[src/rtl/core_pkg.sv]
// ============================================================================
// Module      : core_pkg
// Description : Shared opcodes, NOP encoding and fetch FSM state type.
// Revision    : 1.0 - initial release
// ============================================================================
`default_nettype none

package core_pkg;

  localparam logic [5:0]  OPC_JUMP  = 6'b000100;
  localparam logic [5:0]  OPC_BEQ   = 6'b000011;
  localparam logic [31:0] NOP_INSTR = 32'h0000_0000;

  typedef enum logic [0:0] {
    RUN  = 1'b0,
    HALT = 1'b1
  } fetch_state_t;

endpackage

`default_nettype wire

[src/rtl/ifid_register.sv]
// ============================================================================
// Module      : ifid_register
// Description : IF/ID pipeline register with hold (stall) and flush controls.
// Revision    : 1.0 - initial release
// ============================================================================
`default_nettype none

module ifid_register
  import core_pkg::*;
#(
  parameter int P_SIZE = 32,
  parameter int I_SIZE = 32
) (
  input  logic              clk,
  input  logic              rst,
  input  logic              hold,
  input  logic              flush,
  input  logic [I_SIZE-1:0] d_instr,
  input  logic [P_SIZE-1:0] d_pc,
  input  logic              d_valid,
  output logic [I_SIZE-1:0] q_instr,
  output logic [P_SIZE-1:0] q_pc,
  output logic              q_valid
);

  logic [I_SIZE-1:0] r_instr;
  logic [P_SIZE-1:0] r_pc;
  logic              r_valid;

  // Flush outranks hold so a redirect can clear a stalled slot.
  always_ff @(posedge clk or posedge rst) begin
    if (rst) begin
      r_instr <= I_SIZE'(NOP_INSTR);
      r_pc    <= '0;
      r_valid <= 1'b0;
    end else if (flush) begin
      r_instr <= I_SIZE'(NOP_INSTR);
      r_pc    <= '0;
      r_valid <= 1'b0;
    end else if (!hold) begin
      r_instr <= d_instr;
      r_pc    <= d_pc;
      r_valid <= d_valid;
    end
  end

  assign q_instr = r_instr;
  assign q_pc    = r_pc;
  assign q_valid = r_valid;

endmodule

`default_nettype wire

[src/rtl/instruction_fetch_unit.sv]
// ============================================================================
// Module      : instruction_fetch_unit
// Description : Fetch stage: PC ownership, zero-penalty jumps, redirect/stall
//               handling and halt on out-of-range fetch.
// Revision    : 1.0 - initial release
// ============================================================================
`default_nettype none

module instruction_fetch_unit
  import core_pkg::*;
#(
  parameter int P_SIZE = 32,
  parameter int I_SIZE = 32,
  parameter int DEPTH  = 32
) (
  input  logic              clk,
  input  logic              rst,
  input  logic              if_stall,
  input  logic              ex_redirect,
  input  logic [P_SIZE-1:0] ex_target,
  input  logic [I_SIZE-1:0] im_Instruction,
  output logic [P_SIZE-1:0] pc,
  output logic [I_SIZE-1:0] ifid_instr,
  output logic [P_SIZE-1:0] ifid_pc,
  output logic              ifid_valid,
  output logic              fetch_fault,
  output logic [31:0]       fetch_count
);

  fetch_state_t      r_state;
  fetch_state_t      w_state_next;
  logic [P_SIZE-1:0] r_pc;
  logic [P_SIZE-1:0] w_pc_next;
  logic              r_fault;
  logic [31:0]       r_count;

  logic              w_flush;
  logic              w_hold;
  logic              w_set_fault;
  logic              w_deliver;
  logic              w_pc_ok;
  logic              w_tgt_ok;
  logic              w_is_jump;
  logic [P_SIZE-1:0] w_jump_pc;

  assign w_pc_ok   = (r_pc < P_SIZE'(DEPTH));
  assign w_tgt_ok  = (ex_target < P_SIZE'(DEPTH));
  assign w_is_jump = (im_Instruction[31:26] == OPC_JUMP);
  assign w_jump_pc = r_pc + P_SIZE'(im_Instruction[25:0]);

  always_ff @(posedge clk or posedge rst) begin
    if (rst) r_state <= RUN;
    else     r_state <= w_state_next;
  end

  // Priority in RUN: redirect > fault > stall > jump > sequential.
  always_comb begin
    w_state_next = r_state;
    w_pc_next    = r_pc;
    w_flush      = 1'b0;
    w_hold       = 1'b0;
    w_set_fault  = 1'b0;
    case (r_state)
      RUN: begin
        if (ex_redirect) begin
          w_pc_next = ex_target;
          w_flush   = 1'b1;
        end else if (!w_pc_ok) begin
          w_state_next = HALT;
          w_set_fault  = 1'b1;
          w_flush      = 1'b1;
        end else if (if_stall) begin
          w_hold = 1'b1;
        end else if (w_is_jump) begin
          w_pc_next = w_jump_pc;
        end else begin
          w_pc_next = r_pc + P_SIZE'(1);
        end
      end
      HALT: begin
        w_flush = 1'b1;
        if (ex_redirect && w_tgt_ok) begin
          w_pc_next    = ex_target;
          w_state_next = RUN;
        end
      end
      default: begin
        w_state_next = RUN;
      end
    endcase
  end

  assign w_deliver = !w_flush && !w_hold;

  always_ff @(posedge clk or posedge rst) begin
    if (rst) begin
      r_pc    <= '0;
      r_fault <= 1'b0;
      r_count <= '0;
    end else begin
      r_pc <= w_pc_next;
      if (w_set_fault) r_fault <= 1'b1;
      if (w_deliver && (r_count != 32'hFFFF_FFFF)) r_count <= r_count + 32'd1;
    end
  end

  ifid_register #(
    .P_SIZE (P_SIZE),
    .I_SIZE (I_SIZE)
  ) u_ifid (
    .clk     (clk),
    .rst     (rst),
    .hold    (w_hold),
    .flush   (w_flush),
    .d_instr (im_Instruction),
    .d_pc    (r_pc),
    .d_valid (1'b1),
    .q_instr (ifid_instr),
    .q_pc    (ifid_pc),
    .q_valid (ifid_valid)
  );

  assign pc          = r_pc;
  assign fetch_fault = r_fault;
  assign fetch_count = r_count;

endmodule

`default_nettype wire
[config.mk]
export PLATFORM = sky130hd
export DESIGN_NAME = instruction_fetch_unit
export DESIGN_NICKNAME = d
export VERILOG_FILES = /design/src/rtl/core_pkg.sv /design/src/rtl/ifid_register.sv /design/src/rtl/instruction_fetch_unit.sv
export SDC_FILE = /design/constraint.sdc
export NUM_CORES = 1
export LEC_CHECK = 0
export ABC_AREA = 0
export CAP_MARGIN = 5
export CORE_ASPECT_RATIO = 1.4
export CORE_MARGIN = 3
export CORE_UTILIZATION = 49
export DETAILED_ROUTE_END_ITERATION = 8
export PLACE_DENSITY_LB_ADDON = 0.2
export SLEW_MARGIN = 10
export SYNTH_ARGS = -nofsm -noshare
export SYNTH_HDL_FRONTEND = slang
export SYNTH_HIERARCHICAL = 1
export SYNTH_SLANG_ARGS = --single-unit
[constraint.sdc]
create_clock -name clk -period 4.1 [get_ports clk]
set_input_delay 1.025 -clock clk [delete_from_list [all_inputs] [get_ports clk]]
set_output_delay 1.025 -clock clk [all_outputs]
set_load 0.005 [all_outputs]
# --- Yosys cells after proc, flatten, opt, wreduce, memory -nomap -nowiden ---
# Cells that the tools add are included.
# Widths: inputs -> output; s select.
totals:
  ff_bits: 131
  out_inout_bits: 130
  wordCells: 48
op_classes:
  n_addsub: 3
  magnitude_cmp: 2
  eq_ne: 6
  muxes: 23
  n_bitwise: 1
  reduce_logical: 6
ops:
  columns: ["operator", "n"]
  rows:
  - ["$mux 32", 9]
  - ["$add 32x1->32 const B", 2]
  - ["$lt 32x6->1 const B", 2]
  - ["$pmux 32 s2", 1]
  - ["$add 32x26->32", 1]
  - ["$ne 32x32->1 const B", 1]
  - ["$mux 1", 11]
  - ["$eq 6x3->1 const B", 1]
  - ["$ne 3x3->1 const B", 2]
  - ["$pmux 1 s2", 2]
  - ["$logic_and 1x1->1", 3]
  - ["$reduce_and 3->1", 1]
  - ["$logic_not 1->1", 2]
  - ["$ne 2x1->1 const B", 1]
  - ["$ne 2x2->1 const B", 1]
  - ["$not 1->1", 1]

# --- Longest topological paths before layout ---
logic_depth:
  ltp_word: 7
  mapped_depth: 15
  depth_no_buf: 14

# --- Cells and area by module ---
# The synthesis kept the hierarchy.
by_module_without_submodules:
  columns: ["module", "instances", "cells_per_inst", "area_each_um2", "seq_area_each_um2"]
  rows:
  - ["instruction_fetch_unit", 1, 504, 4424.2, 1651.6]
  - ["ifid_register", 1, 210, 2671.3, 1626.6]

# --- Worst setup path after synthesis ---
# Ideal clock, no wire load.
synth_timing:
  path_kind: "input port to flip-flop"
  from: "in im_Instruction[29]"
  to: "reg r_pc[26] (netlist: pc[26])"
  setup_ns: 0.124
  arrival_time_ns: 4.531
  required_time_ns: 3.976
  slack_ns: -0.554
  path_stages: 14
  n_path_buf: 0
  path_cell_list: "or4b_2 nor3_1 nand2b_1 ha_1 fa_1 a211oi_2 o21ai_1 a21o_1 a221o_1 a21oi_2 o31ai_1 a311oi_2 nor2_1 a211o_1"
synth_via:
  elab_chain_cells: 6
synth_lines:
  columns: ["element", "line", "rtl"]
  rows:
  - ["from (decl)", "instruction_fetch_unit.sv:21", "input logic [I_SIZE-1:0] im_Instruction,"]
  - ["$eq 6x3->1", "instruction_fetch_unit.sv:48", "assign w_is_jump = (im_Instruction[31:26] == OPC_JUMP);"]
  - ["$mux 32", "instruction_fetch_unit.sv:74", "end else if (w_is_jump) begin"]
  - ["$mux 32", "instruction_fetch_unit.sv:72", "end else if (if_stall) begin"]
  - ["$mux 32", "instruction_fetch_unit.sv:68", "end else if (!w_pc_ok) begin"]
  - ["$mux 32", "instruction_fetch_unit.sv:65", "if (ex_redirect) begin"]
  - ["$pmux 32 s2", "instruction_fetch_unit.sv:63", "case (r_state)"]
  - ["to (signal assigned)", "instruction_fetch_unit.sv:101", "r_pc <= w_pc_next;"]
  - ["to (decl)", "instruction_fetch_unit.sv:32", "logic [P_SIZE-1:0] r_pc;"]
# Every way passes these cells. The select of a mux whose other input is x is not followed.
# A chain may end at the register's enable or synchronous reset.

# --- Worst setup path in the final report ---
layout_timing:
  from: "in im_Instruction[31]"
  to: "reg r_pc[24] (netlist: pc[24])"
# The elaborated chain is that of the path after synthesis.

==> reports/summary.txt <==
status -> finished with violations
violated checks -> setup timing
DRT Wirelength -> 21800 um
Syn Inst Count -> 714
row count -> 51
Cell Area, Synth -> 0.00710 mm^2
Layout Skew -> 10.4 ps
synth top area cells -> dfrtp_1, mux2i_1, nor2_1, ha_1, xnor2_1
RSZ-0062 raised after global routing -> yes
LEAKAGE -> 4.52 nW
Distinct cells, synth -> 62
Via density -> 5.51
DIE AREA -> 0.0160 mm^2
WP data arrival -> 4400 ps
cell area power density -> 409 mW/mm^2
Required @ worst endpoint -> 4390 ps
Initial Util -> 0.505
Critical Path Stages -> 17
FF+latch area -> 0.00328 mm^2
CP startpoint kind -> primary input
grt met1 use -> 0.293
first-pass GRT wire length -> 34600 um
Design Power -> 4.27 mW
critical-path cell list -> buf_6 -> or4b_4 -> nor3_4 -> buf_12 -> nand2b_4 -> ha_4 -> fa_2 -> a211oi_4 -> o21ai_2 -> a21o_1 -> a221o_1 -> a21oi_4 -> o31ai_4 -> a311oi_2 -> buf_4 -> xnor2_2 -> a21oi_2
Worst Setup Slack, final -> -11.4 ps
crit-path max FO -> 5
crit-path max cell delay -> 540 ps
number of CTS-inserted buffers -> 17
met3 usage -> 0.0734
DRT Pass-1 Iters -> 5
synth warn -> 6
chip height -> 148 um
endpoint type of the worst setup path -> register
hold depth -> 1
fin cells -> 1173
GRT Total Usage -> 0.274
Detailed Place HPWL -> 16000 um
vias post-DR -> 6468
layout cells sized above 1 -> 0.160
post-synth net total -> 810
asr flop ratio synth -> 1.00
clock-pin slew on the worst setup and hold paths -> 60 ps
number of synthesized register bits -> 131
Fillers -> 1049
crit share post-route -> 1.00
area grow syn2layout -> 47.0%
Final Hold Fails -> 0
clk sinks -> 131
Min-Delay Path Class -> reg2reg
FF-to-FF path depth -> 10
Root Driver -> clkbuf_16
Slew HR -> 0.332
buffer and inverter count on the worst path -> 3
vias in the first global route -> 6925
DRC -> 0
# setup viols final -> 1
Yosys top cell by area -> dfrtp_1
io pins -> 198
min cycle time layout -> 4110 ps
Top FF cell, synth -> dfrtp_1
Iter 0 DRT Violations -> 276
standard cell core area -> 0.0140 mm^2
DR WL/cell -> 18.5 um
CP top delay family -> compound AO/OA/AOI/OAI gates
n_diodes -> 0
routability cong. -> 0.910
Multi-input gate area -> 0.00378 mm^2
# port buffers -> 197
Slew Viols, Final -> 0
CP max stage cell -> or4b_4
largest net degree at the start of global routing -> 47
Skew-Pair Late Insertion Delay -> 420 ps
setup TNS -> -11.4 ps
post-layout util -> 0.743
Hold Buf Count CTS -> 0
number of enable flip-flop cells after synthesis -> 0
placed cell count -> 1128
antenna violations before repair -> 0
Fin Hold WS -> 490 ps
H-tree levels -> 4
grt ovf -> 0
TritonCTS clock tree -> built
clk buf depth -> 2
share of the synthesized area in the top cell type -> 0.462
Max IR drop VDD -> 0.000274 V
met2 Use GR -> 0.502
die width -> 108 um
Setup Crit Path Kind -> in2reg
busiest layer in global routing -> met2
syn_area_per_cell -> 9.94 um^2
max-cap violations -> 0
fmax -> 243 MHz
final net count -> 1071
post-route ant nets -> 0
register area share after synthesis -> 0.462
worst slew pin tran -> 1000 ps
## logic make-up after synthesis
family / Yosys count / share of synthesized area
AOI/OAI and AO/OA: 115 / 0.101
xor gates and xnor gates: 54 / 0.0667
adders and majority gates: 28 / 0.0504
buffers and inverters: 41 / 0.0361
DFF: 131 / 0.462
muxes: 67 / 0.0947
other: 1 / 0.000528
and+or+nand+nor: 277 / 0.189
## where the power goes
group          switching, mW  internal (mW)
Clock                  0.603          0.777
Combinational          0.544          0.701
Sequential             0.227           1.42
Total                   1.37           2.90
## cell usage in the layout (no fill, tap or decap), types with 3 or more instances in the layout
| cell type | Yosys | routed |
|---|---|---|
| a211oi_1 | 4 | 3 |
| a21o_1 | 7 | 7 |
| a21oi_1 | 37 | 32 |
| a21oi_2 | 1 | 4 |
| a31oi_1 | 7 | 7 |
| and2_1 | 28 | 24 |
| and2_4 | 1 | 5 |
| and3_1 | 11 | 10 |
| and4_1 | 4 | 4 |
| buf_4 | 1 | 74 |
| buf_6 | 2 | 3 |
| clkbuf_16 | 0 | 17 |
| clkdlybuf4s50_1 | 0 | 193 |
| clkinv_2 | 0 | 3 |
| clkinv_4 | 0 | 3 |
| clkinvlp_4 | 0 | 4 |
| dfrtp_1 | 131 | 131 |
| ha_1 | 27 | 22 |
| ha_4 | 0 | 5 |
| inv_1 | 9 | 7 |
| inv_6 | 0 | 4 |
| mux2i_1 | 66 | 66 |
| nand2_1 | 65 | 64 |
| nand3_1 | 15 | 15 |
| nand4_1 | 12 | 12 |
| nor2_1 | 106 | 106 |
| nor3_1 | 9 | 8 |
| nor4_1 | 12 | 12 |
| o211ai_1 | 4 | 4 |
| o21ai_0 | 28 | 24 |
| o21ai_1 | 5 | 4 |
| o21ai_2 | 0 | 5 |
| o21bai_1 | 4 | 4 |
| xnor2_1 | 34 | 33 |
| xor2_1 | 20 | 20 |
## worst paths after layout
kind	start	to	slack, ps
min	fetch_count[28]$_DFFE_PP0P_	fetch_count[28]$_DFFE_PP0P_	490
max in group asynchronous	rst	fetch_count[31]$_DFFE_PP0P_	2030
min reg2reg	fetch_count[28]$_DFFE_PP0P_	fetch_count[28]$_DFFE_PP0P_	490
max reg2reg	pc[18]$_DFFE_PP0P_	fetch_count[26]$_DFFE_PP0P_	1150
min in group asynchronous	rst	u_ifid/q_pc[1]$_DFFE_PP0P_	1060
max	im_Instruction[31]	pc[24]$_DFFE_PP0P_	-10
## synthesized netlist by cell type, drive strengths merged, types with 2 or more instances
cell	number
xnor2	34
xor2	20
nand2	65
ha	27
nand4	12
dfrtp	131
a31oi	7
buf	16
nor3	10
a21oi	38
and3	12
and4	6
clkbuf	16
o211ai	5
o21bai	4
inv	9
a211oi	6
a21o	7
nor4	13
nand3	15
nand2b	2
nor4b	2
nor2	106
and2	29
o21ai	33
mux2i	66
## timing repair
action,4_1_cts,5_1_grt
endpoints found under the setup margin,14,8
pin swaps,15,25
gates resized for setup,25,25
setup buffers,7,7
## cell type report
cell class,instances,area share
multi-input combinational,542,0.362
sequential,131,0.314
timing repair buffer,274,0.246
clock buffer,18,0.0411
tap,185,0.0222
clock inverter,14,0.0102
inverter,9,0.00324
## flip-flops by register name (all words and copies together), names as in the netlist
name and flops:
u_ifid/q_instr 32, u_ifid/q_valid 1, fetch_fault 1, u_ifid/q_pc 32
r_state 1, fetch_count 32, pc 32
## worst register-to-register path, cell delays in order, from the launching register on
cell and delay, ps:
dfrtp_1 460, nor4_1 400, nand3_1 200, nor2_1 400, o21ai_0 350, a21oi_2 210
nand2_1 120, nor3_1 280, buf_4 180, nand3_1 90, xnor2_1 140
## metal layers
metal	vias up	wire (um)
li1	3015	-
met5	-	0
met1	3131	7750
met4	0	833
met2	246	11700
met3	76	1430
## stage by stage
stage | setup WS [ps] | area (um^2)
global route | -110 | 10400
finish | -11.4 | 10400
floorplan | -211 | 7130
detailed placement | -947 | 9640
global placement | -852 | 9640
CTS | -5.77 | 10300
No activity file was read; power rests on OpenSTA's default activity.
